`src/rtl/alu_1_pipe_if.sv`:
```
// Bus between the sub_action decoder, the per-container action ALU and PHV reassembly.
// The master drives actions and operands; the slave (alu_1_pipe) returns container results.
interface alu_1_pipe_if #(
   parameter int ACTION_LEN = 25,
   parameter int DATA_WIDTH = 48
);
   logic [ACTION_LEN-1:0] action_in;
   logic                  action_valid;
   logic [DATA_WIDTH-1:0] operand_1_in;
   logic [DATA_WIDTH-1:0] operand_2_in;
   logic                  stall_in;
   logic [DATA_WIDTH-1:0] container_out;
   logic                  container_out_valid;
   logic                  carry_out;

   modport master (
      output action_in, action_valid, operand_1_in, operand_2_in, stall_in,
      input  container_out, container_out_valid, carry_out
   );

   modport slave (
      input  action_in, action_valid, operand_1_in, operand_2_in, stall_in,
      output container_out, container_out_valid, carry_out
   );
endinterface

```
`src/rtl/alu_1_pipe.sv`:
```
// First-type RMT action ALU with immediates, logical ops, carry/borrow flag, stallable pipeline.
// Optional macro ALU_1_SAT_EN: saturating add/addi and clamping sub/subi.
module alu_1_pipe #(
   parameter int STAGE      = 0,
   parameter int ACTION_LEN = 25,
   parameter int DATA_WIDTH = 48,
   parameter int IMM_WIDTH  = 16,
   parameter int PIPE_DEPTH = 3
) (
   input  logic          clk,
   input  logic          rst_n,
   alu_1_pipe_if.slave   bus
);

   generate
      if (PIPE_DEPTH < 1 || PIPE_DEPTH > 8) begin : g_bad_depth
         $error("alu_1_pipe: PIPE_DEPTH must be within 1..8");
      end
      if (IMM_WIDTH > DATA_WIDTH || IMM_WIDTH > ACTION_LEN - 4) begin : g_bad_imm
         $error("alu_1_pipe: IMM_WIDTH too wide for DATA_WIDTH or ACTION_LEN");
      end
      if (STAGE < 0) begin : g_bad_stage
         $error("alu_1_pipe: STAGE must be non-negative");
      end
   endgenerate

   logic [3:0]            opcode;
   logic [DATA_WIDTH-1:0] imm_ext;
   logic [DATA_WIDTH-1:0] rhs;
   logic [DATA_WIDTH:0]   sum_wide;
   logic [DATA_WIDTH:0]   diff_wide;
   logic                  do_add;
   logic                  do_sub;
   logic [DATA_WIDTH-1:0] result_d;
   logic                  carry_d;

   logic [DATA_WIDTH-1:0] data_q  [PIPE_DEPTH];
   logic                  carry_q [PIPE_DEPTH];
   logic                  valid_q [PIPE_DEPTH];

   // Stage-0 datapath: one shared adder and subtractor; the second operand is op2 or the immediate.
   // Bit DATA_WIDTH of the widened difference is the unsigned borrow.
   always_comb begin
      opcode    = bus.action_in[ACTION_LEN-1 -: 4];
      imm_ext   = DATA_WIDTH'(bus.action_in[IMM_WIDTH-1:0]);
      rhs       = bus.operand_2_in;
      do_add    = 1'b0;
      do_sub    = 1'b0;
      result_d  = bus.operand_1_in;
      carry_d   = 1'b0;
      case (opcode)
         4'b0001, 4'b1001: do_add = 1'b1;
         4'b0010, 4'b1010: do_sub = 1'b1;
         4'b0011: begin do_add = 1'b1; rhs = imm_ext; end
         4'b0100: begin do_sub = 1'b1; rhs = imm_ext; end
         4'b0101: result_d = bus.operand_1_in & bus.operand_2_in;
         4'b0110: result_d = bus.operand_1_in | bus.operand_2_in;
         4'b0111: result_d = bus.operand_1_in ^ bus.operand_2_in;
         4'b1000: result_d = imm_ext;
         default: result_d = bus.operand_1_in;
      endcase
      sum_wide  = {1'b0, bus.operand_1_in} + {1'b0, rhs};
      diff_wide = {1'b0, bus.operand_1_in} - {1'b0, rhs};
      if (do_add) begin
         result_d = sum_wide[DATA_WIDTH-1:0];
         carry_d  = sum_wide[DATA_WIDTH];
`ifdef ALU_1_SAT_EN
         if (carry_d) result_d = '1;
`endif
      end else if (do_sub) begin
         result_d = diff_wide[DATA_WIDTH-1:0];
         carry_d  = diff_wide[DATA_WIDTH];
`ifdef ALU_1_SAT_EN
         if (carry_d) result_d = '0;
`endif
      end
      if (!bus.action_valid) begin
         result_d = '0;
         carry_d  = 1'b0;
      end
   end

   // Invalid slots are registered as all-zero so downstream can OR-combine containers.
   // A stall freezes every stage, including the outputs, and leaves the inputs unsampled.
   always_ff @(posedge clk or negedge rst_n) begin
      if (!rst_n) begin
         for (int i = 0; i < PIPE_DEPTH; i++) begin
            data_q[i]  <= '0;
            carry_q[i] <= 1'b0;
            valid_q[i] <= 1'b0;
         end
      end else if (!bus.stall_in) begin
         data_q[0]  <= result_d;
         carry_q[0] <= carry_d;
         valid_q[0] <= bus.action_valid;
         for (int i = 1; i < PIPE_DEPTH; i++) begin
            data_q[i]  <= data_q[i-1];
            carry_q[i] <= carry_q[i-1];
            valid_q[i] <= valid_q[i-1];
         end
      end
   end

   assign bus.container_out       = data_q[PIPE_DEPTH-1];
   assign bus.carry_out           = carry_q[PIPE_DEPTH-1];
   assign bus.container_out_valid = valid_q[PIPE_DEPTH-1];

endmodule

```
`src/flat_wrapper.sv`:
```
// flat-port wrapper written by rule: the top's interface ports become plain ports
module alu_1_pipe_flat 
#(
   parameter int STAGE      = 0,
   parameter int ACTION_LEN = 25,
   parameter int DATA_WIDTH = 48,
   parameter int IMM_WIDTH  = 16,
   parameter int PIPE_DEPTH = 3
)
  (clk, rst_n, bus_action_in, bus_action_valid, bus_operand_1_in, bus_operand_2_in, bus_stall_in, bus_container_out, bus_container_out_valid, bus_carry_out);
  alu_1_pipe_if #(.ACTION_LEN(ACTION_LEN), .DATA_WIDTH(DATA_WIDTH)) bus_i ();
  input  logic clk;
  input  logic rst_n;
  input wire logic [$bits(bus_i.action_in)-1:0] bus_action_in;
  input wire logic [$bits(bus_i.action_valid)-1:0] bus_action_valid;
  input wire logic [$bits(bus_i.operand_1_in)-1:0] bus_operand_1_in;
  input wire logic [$bits(bus_i.operand_2_in)-1:0] bus_operand_2_in;
  input wire logic [$bits(bus_i.stall_in)-1:0] bus_stall_in;
  output wire logic [$bits(bus_i.container_out)-1:0] bus_container_out;
  output wire logic [$bits(bus_i.container_out_valid)-1:0] bus_container_out_valid;
  output wire logic [$bits(bus_i.carry_out)-1:0] bus_carry_out;
  assign bus_i.action_in = bus_action_in;
  assign bus_i.action_valid = bus_action_valid;
  assign bus_i.operand_1_in = bus_operand_1_in;
  assign bus_i.operand_2_in = bus_operand_2_in;
  assign bus_i.stall_in = bus_stall_in;
  assign bus_container_out = bus_i.container_out;
  assign bus_container_out_valid = bus_i.container_out_valid;
  assign bus_carry_out = bus_i.carry_out;
  alu_1_pipe #(.STAGE(STAGE), .ACTION_LEN(ACTION_LEN), .DATA_WIDTH(DATA_WIDTH), .IMM_WIDTH(IMM_WIDTH), .PIPE_DEPTH(PIPE_DEPTH)) u_core (.clk(clk), .rst_n(rst_n), .bus(bus_i));
endmodule
```
`config.mk`:
```
export PLATFORM = sky130hd
export DESIGN_NAME = alu_1_pipe_flat
export DESIGN_NICKNAME = d
export VERILOG_FILES = /design/src/rtl/alu_1_pipe_if.sv /design/src/rtl/alu_1_pipe.sv /design/src/flat_wrapper.sv
export SDC_FILE = /design/constraint.sdc
export NUM_CORES = 1
export LEC_CHECK = 0
export CORE_MARGIN = 2
export CORE_UTILIZATION = 35
export CTS_BUF_LIST = sky130_fd_sc_hd__clkbuf_8
export DETAILED_ROUTE_END_ITERATION = 6
export GPL_TIMING_DRIVEN = 0
export MAX_ROUTING_LAYER = met4
export PLACE_DENSITY = 0.65
export SETUP_SLACK_MARGIN = 0.5
export SYNTH_ARGS = -nofsm -noshare
export SYNTH_HDL_FRONTEND = slang
export SYNTH_SLANG_ARGS = --single-unit
export TNS_END_PERCENT = 100
```
`constraint.sdc`:
```
create_clock -name clk -period 2.55 [get_ports clk]
set_clock_uncertainty 0.1 [all_clocks]
set_input_delay 0.51 -clock clk [delete_from_list [all_inputs] [get_ports clk]]
set_output_delay 0.51 -clock clk [all_outputs]
set_load 0.01 [all_outputs]
```
==> results of run 1 <==
## through the flow
step	hold slack (ns)	worst slack, ns
after floorplan	0.1144	-1.572
after global placement	0.3600	-4.843
after detailed placement	0.3654	-3.827
after CTS	0.3804	-1.700
after global routing	0.3878	-1.815
final	0.3792	-1.791
## flip-flops by register name, summed over array words and instances (netlist names)
register / cells
u_core.carry_q: 2
u_core.bus.container_out_valid: 1
u_core.bus.carry_out: 1
u_core.data_q: 96
u_core.bus.container_out: 48
u_core.valid_q: 2
## layout by cell type, fill, tap and decap left out, types with 30 or more instances in the layout
| cell type | synthesis | final |
|---|---|---|
| a21oi_1 | 143 | 99 |
| a221oi_1 | 45 | 30 |
| clkbuf_1 | 93 | 49 |
| clkdlybuf4s50_1 | 0 | 114 |
| a21oi_2 | 5 | 34 |
| nor2_1 | 117 | 105 |
| dfrtp_1 | 150 | 150 |
| inv_1 | 184 | 180 |
| buf_4 | 51 | 128 |
| dlygate4sd2_1 | 0 | 47 |
| clkbuf_8 | 0 | 32 |
| o21ai_0 | 111 | 60 |
| nand2_1 | 162 | 153 |
| mux2_2 | 101 | 101 |
| ha_1 | 197 | 180 |
| o21ai_1 | 11 | 31 |
| buf_6 | 1 | 30 |
## worst max-delay path, delay by kind of cell
kind	cells	cell delay [ns]
AO/OA/AOI/OAI	9	1.79
buffers and inverters	8	0.96
AND/OR/NAND/NOR	5	0.76
adder cells (fa/ha/maj)	2	0.54
## power by group through the flow
stage / Sequential, mW / Clock [mW] / Combinational [mW]
after global placement: 3.01 / 0 / 3.97
after floorplan: 2.93 / 0 / 2.43
final: 2.98 / 1.91 / 4.97
after global routing: 3.03 / 2.08 / 5.25
after detailed placement: 3.02 / 0 / 4.00
after CTS: 2.98 / 1.97 / 4.45
## per-layer routing
| layer | vias up | track usage, % | part of all wire [%] |
|---|---|---|---|
| met3 | 114 | 4.535 | 9.2 |
| met4 | 0 | 8.621 | 2.9 |
| met5 | - | - | 0 |
| met1 | 7800 | 44.70 | 46 |
| met2 | 787 | 44.41 | 42 |
| li1 | 7137 | - | - |
## final timing paths
check | slack (ns) | from | to
worst min register to register | 0.38 | u_core.data_q[96]$_DFFE_PN0N_ | u_core.data_q[96]$_DFFE_PN0N_
min in group asynchronous | 0.41 | rst_n | u_core.bus.container_out[46]$_DFFE_PN0N_
max in group asynchronous | 1.08 | rst_n | u_core.bus.container_out[10]$_DFFE_PN0N_
worst min-delay path | 0.38 | u_core.data_q[96]$_DFFE_PN0N_ | u_core.data_q[96]$_DFFE_PN0N_
worst max-delay path | -1.79 | bus_action_in[21] | u_core.data_q[140]$_DFFE_PN0N_
worst max register to register | 1.31 | u_core.data_q[139]$_DFFE_PN0N_ | u_core.data_q[139]$_DFFE_PN0N_
## final cells by class
cell class	count	area, um2	area share [%]
tap	585	732.0	3.541
clock inverter	3	38.79	0.1876
timing repair buffer	269	2531	12.24
multi-input combinational	1326	11520	55.72
sequential	150	3754	18.16
inverter	189	711.9	3.444
clock buffer	28	385.4	1.864
buffer	158	1001	4.842
## what timing repair did
item | in CTS | in global routing
setup endpoints to repair | 143 | 95
gates resized for setup | 303 | 200
buffers inserted | 54 | 44
hold endpoints to repair | 44 | 0
hold buffers | 1 | 0
gates cloned | 2 | 1
pin swaps | 97 | 109
## cells by family after synthesis
| logic type | count (synthesis) | share of synthesized area (%) |
|---|---|---|
| flip-flops | 150 | 24.74 |
| multiplexers | 105 | 7.761 |
| buffers and inverters | 347 | 9.971 |
| AND/OR/NAND/NOR | 407 | 12.05 |
| XOR/XNOR | 21 | 1.212 |
| adder cells (fa/ha/maj) | 199 | 16.51 |
| AO/OA/AOI/OAI | 594 | 27.75 |
==> metrics.csv, run 1 <==
metric,value,unit
status,finished with violations,
failed_checks,negative setup slack,
synth_edf_count,0,
max_freq,230.3,MHz
max-vdd-ir-drop,0.0002722,V
synthCells,1823,
path_class,in2reg,
hold_violations,0,
sequentialPowerShare,30.2,%
dp_cells,2575,
p_comb_share,50.4,%
max_cap_viol_count,0,
totalWireLength,68970,um
slowest_delay,0.49,ns
ys_top_cells_by_area,"dfrtp_1 (25%), ha_1 (16%), mux2_2 (7.5%)",
worst-path-max-fanout,8,
synthArstFlopShare,100.0,%
clock_sinks,150,
hold_class,reg2reg,
num_vias,15840,
clkPwrFrac,19.4,%
avgSynthCellArea,8.322,um2
placed_cell_area,17730,um2
worstHoldPathCells,1,
fp.dieH,212.2,um
gp_congestion,0.9895,
grt_pass1_vias,14950,
final_layout_size_suffix_gt1_share,28.59,%
cp.arrival,4.59,ns
final-setup-viol-count,48,
critPathCaptureType,register,
first_pass_iters,6,
numCtsBuffers,25,
die_w,212.2,um
grt_pass1_wl,99480,um
grt_max_degree,107,
power,9.850,mW
vias_per_cell,5.849,
area_delta_synth_final,36.26,%
ctsRootBufferMaster,clkbuf_8,
p_leak,9.519,nW
cp_slowest_cell,o211ai_1,
layout.nets,2443,
syn_area,15170,um2
yosysWarnings,0,
ios,175,
synth_seq_cells,150,
seq_area_frac_synth,24.74,%
initial_utilization,35.37,%
crit_chain,buf_8 -> buf_8 -> or3b_4 -> a21oi_4 -> buf_12 -> clkbuf_16 -> buf_6 -> nand2_4 -> o21ai_4 -> ha_4 -> inv_2 -> fa_2 -> nor2b_4 -> o2111ai_4 -> a21oi_4 -> o21ai_4 -> o211ai_1 -> buf_4 -> buf_6 -> nand3_4 -> a21oi_4 -> nor2_1 -> o211ai_1 -> a22oi_1,
design_area,20670,um2
synth_top_cell_by_area,dfrtp_1,
fillers,4193,
cts_tree,yes,
crit_required,2.80,ns
cpMostUsedCell,a21oi_4,
fin_ws,-1.791,ns
worst_pin_slew,1.314,ns
rsz0062_at_grt,true,
sw_frac_of_total,39.26,%
p_switching,3.867,mW
reg2regPathDepth,3,
core,42890,um2
grt_use_total,30.87,%
grt_overflow,0,
synth-main-ff-cell,dfrtp_1,
die-area,45030,um2
fp-row-count,76,
synth.top_cell.area_share,24.74,%
ant_nets,0,
cellPowerDensity,476.5,nW/um2
synth_common_cells,"ha_1 (197), inv_1 (184), nand2_1 (162), dfrtp_1 (150), a21oi_1 (143)",
final_util,48.20,%
dpl.hpwl,52900,um
yosysMostFrequentCell,ha_1,
clk_latency,0.49,ns
routedWlPerCell,25.47,um
fin_cells,2708,
period_minus_slack,4.341,ns
portBuffers,166,
p_int,5.983,mW
timing.setup.tns,-66.70,ns
clkTransAtPathRegs,0.08,ns
clk_path_buf_depth,3,
h-tree-depth,4,
syn_nets,2147,
relSlewSlack,12.39,%
grt_antenna_before_repair,0,
synth.distinct_cells,94,
drv_slew,0,
drc,0,
startpoint_type,primary input,
drtIter0Drc,1508,
diodes,0,
period_share,170.2,%
(Power assumes the default switching activity.)
==> run 2: changes to the inputs <==
--- a/config.mk
+++ b/config.mk
@@ -11,9 +11,9 @@
 export DETAILED_ROUTE_END_ITERATION = 6
 export GPL_TIMING_DRIVEN = 0
 export MAX_ROUTING_LAYER = met4
-export PLACE_DENSITY = 0.65
+export PLACE_DENSITY_LB_ADDON = 0.3
 export SETUP_SLACK_MARGIN = 0.5
 export SYNTH_ARGS = -nofsm -noshare
 export SYNTH_HDL_FRONTEND = slang
 export SYNTH_SLANG_ARGS = --single-unit
-export TNS_END_PERCENT = 100
+export TNS_END_PERCENT = 5
==> constraint.sdc (replaced) <==
create_clock -name clk -period 3.9 [get_ports clk]
set_clock_uncertainty 0.1 [all_clocks]
set_input_delay 0.78 -clock clk [delete_from_list [all_inputs] [get_ports clk]]
set_output_delay 0.78 -clock clk [all_outputs]
set_load 0.01 [all_outputs]
==> metrics.csv, run 2 (synthesis results as in run 1) <==
metric,value,unit,change
status,finished with violations,,
failed_checks,negative setup slack,,
clk_latency,0.48,ns,about the same
grt_use_total,29.98,%,-0.89 points
cts_hold_buffers,0,,-1
cp_top_family,compound AO/OA/AOI/OAI gates,,
cp.depth,20,,-17%
drtIter0Drc,1516,,+0.53%
final-setup-viol-count,39,,-19%
cellPowerDensity,310.7,nW/um2,-35%
drv_slew,0,,unchanged
ctsRootBufferMaster,clkbuf_8,,
period_minus_slack,4.596,ns,
grt_util_met1,43.33,%,-1.4 points
power,6.046,mW,-39%
relSlewSlack,18.51,%,+6.1 points
final_layout_size_suffix_gt1_share,21.00,%,-7.6 points
fp.dieH,212.2,um,unchanged
crit_required,4.20,ns,+1.40 ns
gp_congestion,0.9998,,+1.0%
startpoint_type,primary input,,
grt_overflow,0,,unchanged
clk_path_buf_depth,3,,unchanged
die-area,45030,um2,unchanged
grt_pass1_wl,96560,um,-2.9%
reg2reg_to,u_core.data_q[143]$_DFFE_PN0N_,,
worst_pin_slew,1.222,ns,-0.09166 ns
totalWireLength,65920,um,-4.4%
cpMostUsedCell,buf_8,,
period_share,117.9,%,
largest-register,u_core.data_q,,
hold_violations,0,,unchanged
layout.nets,2387,,-2.3%
routedWlPerCell,24.83,um,-2.5%
h-tree-depth,4,,unchanged
fillers,4259,,+1.6%
grt_max_degree,105,,-1.9%
critPathCapture,u_core.data_q[141]$_DFFE_PN0N_,,
portBuffers,166,,unchanged
cts_tree,yes,,
use_met3,4.003,%,-0.53 points
slowest_delay,0.40,ns,-0.09 ns
dp_cells,2575,,unchanged
r2r_slack,2.51,ns,+1.20 ns
ant_nets,0,,unchanged
cp.arrival,4.90,ns,+0.31 ns
sw_frac_of_total,39.23,%,about the same
sequentialPowerShare,32.2,%,+2.0 points
worst-path-max-fanout,9,,+1
grt_pass1_vias,14910,,-0.33%
die_w,212.2,um,unchanged
num_vias,15350,,-3.1%
fin_cells,2655,,-2.0%
cp_slowest_cell,or3b_4,,
drc,0,,unchanged
hold_class,in2async,,
place_ws,-2.858,ns,+0.9690 ns
critPathCaptureType,register,,
rsz0062_at_grt,true,,
max_cap_viol_count,0,,unchanged
fin_ws,-0.6964,ns,+1.095 ns
core,42890,um2,unchanged
placed_cell_area,17650,um2,-0.43%
final_common_cell,ha_1,,
p_int,3.674,mW,-39%
path_class,in2reg,,
largest_register_ffs,96,,unchanged
clkTransAtPathRegs,0.07,ns,about the same
numCtsBuffers,25,,unchanged
clock_sinks,150,,unchanged
p_switching,2.372,mW,-39%
grt_antenna_before_repair,1,,+1
design_area,19460,um2,-5.9%
p_comb_share,49.4,%,-1.0 points
cp.buffers_inverters,6,,-2
gr-max-usage-layer,met1,,
crit_chain,buf_8 -> buf_8 -> or3b_4 -> a21oi_4 -> buf_12 -> clkbuf_16 -> o21ai_2 -> ha_1 -> buf_6 -> a21o_4 -> a31o_4 -> o211ai_4 -> a211oi_4 -> buf_4 -> a211o_4 -> a22oi_4 -> nor2_4 -> o32ai_4 -> mux2i_4 -> a32o_1,,
holdWs,0.1286,ns,-0.2506 ns
gr-usage-met2,43.04,%,-1.4 points
max-vdd-ir-drop,0.0001340,V,-51%
fp-row-count,76,,unchanged
timing.setup.tns,-17.16,ns,+49.54 ns
r2r_start,u_core.data_q[143]$_DFFE_PN0N_,,
reg2regPathDepth,4,,+1
first_pass_iters,6,,unchanged
final_util,45.37,%,-2.8 points
max_freq,217.6,MHz,
dpl.hpwl,51870,um,-1.9%
ios,175,,unchanged
vias_per_cell,5.780,,-1.2%
clkPwrFrac,18.4,%,-1.0 points
crit_path_start,bus_action_in[21],,
initial_utilization,35.37,%,unchanged
p_leak,8.789,nW,-7.7%
area_delta_synth_final,28.26,%,
final_cell_mix,"ha_1 (188), inv_1 (184), clkdlybuf4s50_1 (163), nand2_1 (159), dfrtp_1 (150)",,
## run 2: how the worst min path moves through the flow
stage                                               end
after global routing      u_core.data_q[51]$_DFFE_PN0N_
after detailed placement  u_core.valid_q[2]$_DFFE_PN0N_
after global placement    u_core.data_q[96]$_DFFE_PN0N_
after CTS                 u_core.data_q[53]$_DFFE_PN0N_
after floorplan           u_core.valid_q[2]$_DFFE_PN0N_
final                     u_core.data_q[51]$_DFFE_PN0N_
## run 2: area by class of cell
type | instances | area (um2) | share of cell area (%)
flip-flops and latches | 150 | 3754 | 19.29
diodes | 3 | 7.507 | 0.03858
repair buffers | 213 | 2071 | 10.64
clock inverters | 6 | 27.53 | 0.1415
clock buffers | 25 | 344.1 | 1.768
multi-input cells | 1326 | 10870 | 55.86
plain buffers | 158 | 943.4 | 4.848
well taps | 585 | 732.0 | 3.762
inverters | 189 | 709.4 | 3.646
## run 2: power by group through the flow
stage / clock, mW / combinational, mW / sequential [mW]
finish: 1.11 / 2.99 / 1.95
global route: 1.22 / 3.18 / 1.98
CTS: 1.16 / 2.85 / 1.95
detailed placement: 0 / 2.58 / 1.98
global placement: 0 / 2.55 / 1.97
floorplan: 0 / 1.57 / 1.92
## run 2: timing repair
action | CTS | global route
gates resized for setup | 207 | 46
gates cloned | 1 | 0
setup buffers | 35 | 10
endpoints found under the setup margin | 49 | 49
pin swaps | 81 | 41
## run 2: metal layers
layer  wire length (um)  vias to the layer above
met3               5428                      112
met4               2031                        0
li1                   -                     7028
met5                  0                        -
met1              30960                     7520
met2              27500                      686
==> run 3: changes to the inputs <==
--- a/config.mk
+++ b/config.mk
@@ -9,7 +9,6 @@
 export CORE_UTILIZATION = 35
 export CTS_BUF_LIST = sky130_fd_sc_hd__clkbuf_8
 export DETAILED_ROUTE_END_ITERATION = 6
-export GPL_TIMING_DRIVEN = 0
 export MAX_ROUTING_LAYER = met4
 export PLACE_DENSITY_LB_ADDON = 0.3
 export SETUP_SLACK_MARGIN = 0.5
==> metrics.csv, run 3 (synthesis results as in run 1) <==
metric,value,unit,change
period_minus_slack,4.279,ns,-0.3174 ns
first_pass_iters,6,,unchanged
worst-path-max-fanout,7,,-2
worst_pin_slew,0.7636,ns,-0.4588 ns
timing.setup.tns,-7.858,ns,+9.303 ns
max-vdd-ir-drop,0.0002051,V,+53%
startpoint_type,primary input,,
grt_pass1_wl,93100,um,-3.6%
layout.nets,2698,,+13%
final-setup-viol-count,34,,-13%
dpl.hpwl,49170,um,-5.2%
fp.dieH,212.2,um,unchanged
design_area,21990,um2,+13%
core,42890,um2,unchanged
vias_per_cell,5.428,,-6.1%
numCtsBuffers,17,,-32%
fp-row-count,76,,unchanged
relSlewSlack,49.09,%,+31 points
status,finished with violations,,
cellPowerDensity,291.1,nW/um2,-6.3%
final_cell_mix,"buf_4 (496), ha_1 (186), inv_1 (182), clkdlybuf4s50_1 (163), nand2_1 (158)",,
gp_congestion,1.030,,+3.0%
max_freq,233.7,MHz,+7.4%
num_vias,16140,,+5.2%
drv_slew,0,,unchanged
clkTransAtPathRegs,0.09,ns,+0.02 ns
gr-max-usage-layer,met1,,
holdWs,0.2549,ns,+0.1263 ns
reg2reg_to,u_core.data_q[143]$_DFFE_PN0N_,,
cts_tree,yes,,
h-tree-depth,4,,unchanged
cp_top_family,compound AO/OA/AOI/OAI gates,,
die_w,212.2,um,unchanged
final_util,51.27,%,+5.9 points
critPathCaptureType,register,,
grt_max_degree,146,,+39%
clock_sinks,150,,unchanged
period_share,109.7,%,-8.1 points
die-area,45030,um2,unchanged
totalWireLength,61970,um,-6.0%
r2r_slack,2.63,ns,+0.12 ns
reg2regPathDepth,4,,unchanged
grt_use_total,28.01,%,-2.0 points
power,6.402,mW,+5.9%
use_met3,7.400,%,+3.4 points
largest_register_ffs,96,,unchanged
p_leak,10.60,nW,+21%
grt_util_met1,41.49,%,-1.8 points
drc,0,,unchanged
ctsRootBufferMaster,clkbuf_8,,
fin_ws,-0.3791,ns,+0.3174 ns
path_class,in2reg,,
r2r_start,u_core.data_q[143]$_DFFE_PN0N_,,
cp.arrival,4.58,ns,-0.32 ns
final_common_cell,buf_4,,
gr-usage-met2,37.91,%,-5.1 points
drtIter0Drc,1409,,-7.1%
hold_class,in2async,,
placed_cell_area,20660,um2,+17%
routedWlPerCell,20.84,um,-16%
fillers,4077,,-4.3%
rsz0062_at_grt,true,,
grt_overflow,0,,unchanged
cp.depth,18,,-10%
failed_checks,negative setup slack,,
area_delta_synth_final,44.95,%,
ant_nets,0,,unchanged
cp_slowest_cell,or3b_4,,
clk_path_buf_depth,2,,-1
largest-register,u_core.data_q,,
cp.buffers_inverters,3,,-3
crit_required,4.20,ns,about the same
max_cap_viol_count,0,,unchanged
portBuffers,169,,+1.8%
grt_pass1_vias,15550,,+4.3%
slowest_delay,0.40,ns,about the same
crit_chain,buf_6 -> or3b_4 -> a21oi_4 -> buf_12 -> buf_12 -> nand2_1 -> o21ai_1 -> ha_1 -> a21o_1 -> a211o_4 -> nor2_4 -> a211oi_4 -> a211o_4 -> a22oi_4 -> nor2_4 -> o32ai_2 -> mux2i_2 -> a32o_1,,
initial_utilization,35.37,%,unchanged
ios,175,,unchanged
grt_antenna_before_repair,4,,+3
clk_latency,0.48,ns,about the same
final_layout_size_suffix_gt1_share,33.43,%,+12 points
hold_violations,0,,unchanged
## run 3: cell count changes in the layout (fill, tap and decap cells not counted), moves of 5 or more
cell      previous run  this run
buf_4               93       496
clkbuf_2             9         0
clkbuf_1            74         0
a21oi_2             24        14
buf_6                6        14
clkbuf_8            28        18
a21oi_1            116       129
buf_12               2        11
o21ai_0             80        85
buf_2                7         0
## run 3: where the power goes
part,switching [mW],internal [mW]
logic,1.67,1.66
registers,0.155,1.80
clock network,0.646,0.471
total,2.47,3.93
## run 3: worst max-delay path by stage
| stage | startpoint | endpoint | slack (ns) |
|---|---|---|---|
| floorplan | bus_action_in[21] | u_core.data_q[124]$_DFFE_PN0N_ | -0.51 |
| global placement | bus_action_in[23] | u_core.data_q[141]$_DFFE_PN0N_ | -1.60 |
| detailed placement | bus_action_in[23] | u_core.data_q[141]$_DFFE_PN0N_ | -1.64 |
| CTS | bus_action_in[22] | u_core.data_q[141]$_DFFE_PN0N_ | -0.34 |
| global route | bus_action_in[21] | u_core.data_q[142]$_DFFE_PN0N_ | -0.45 |
| finish | bus_action_in[21] | u_core.data_q[141]$_DFFE_PN0N_ | -0.38 |
## run 3: timing repair
item | in CTS | in global routing
cloned | 2 | 2
endpoints found under the setup margin | 46 | 45
pin swaps | 36 | 67
hold buffers | 0 | 0
gates resized for setup | 95 | 76
buffers inserted | 10 | 16
## run 3: through the flow
stage / cells / worst slack, ns
2_1_floorplan: 1823 / -0.5093
3_3_place_gp: 2910 / -1.601
3_5_place_dp: 2910 / -1.637
4_1_cts: 2954 / -0.3378
5_1_grt: 2973 / -0.4539
6_report: 2973 / -0.3791
## run 3: area by class of cell
cell class	instances	area, um2	share of cell area, %
clock buffer	18	247.7	1.127
sequential	150	3754	17.07
tap	585	732.0	3.329
clock inverter	14	120.1	0.5462
multi-input combinational	1326	10560	48.02
antenna	1	2.502	0.01138
timing repair buffer	690	5866	26.67
inverter	189	709.4	3.226
## run 3: per-layer routing
layer	vias up	wire (um)
met1	7772	30240
met3	60	5801
met5	-	0
met2	657	25170
li1	7649	-
met4	0	758
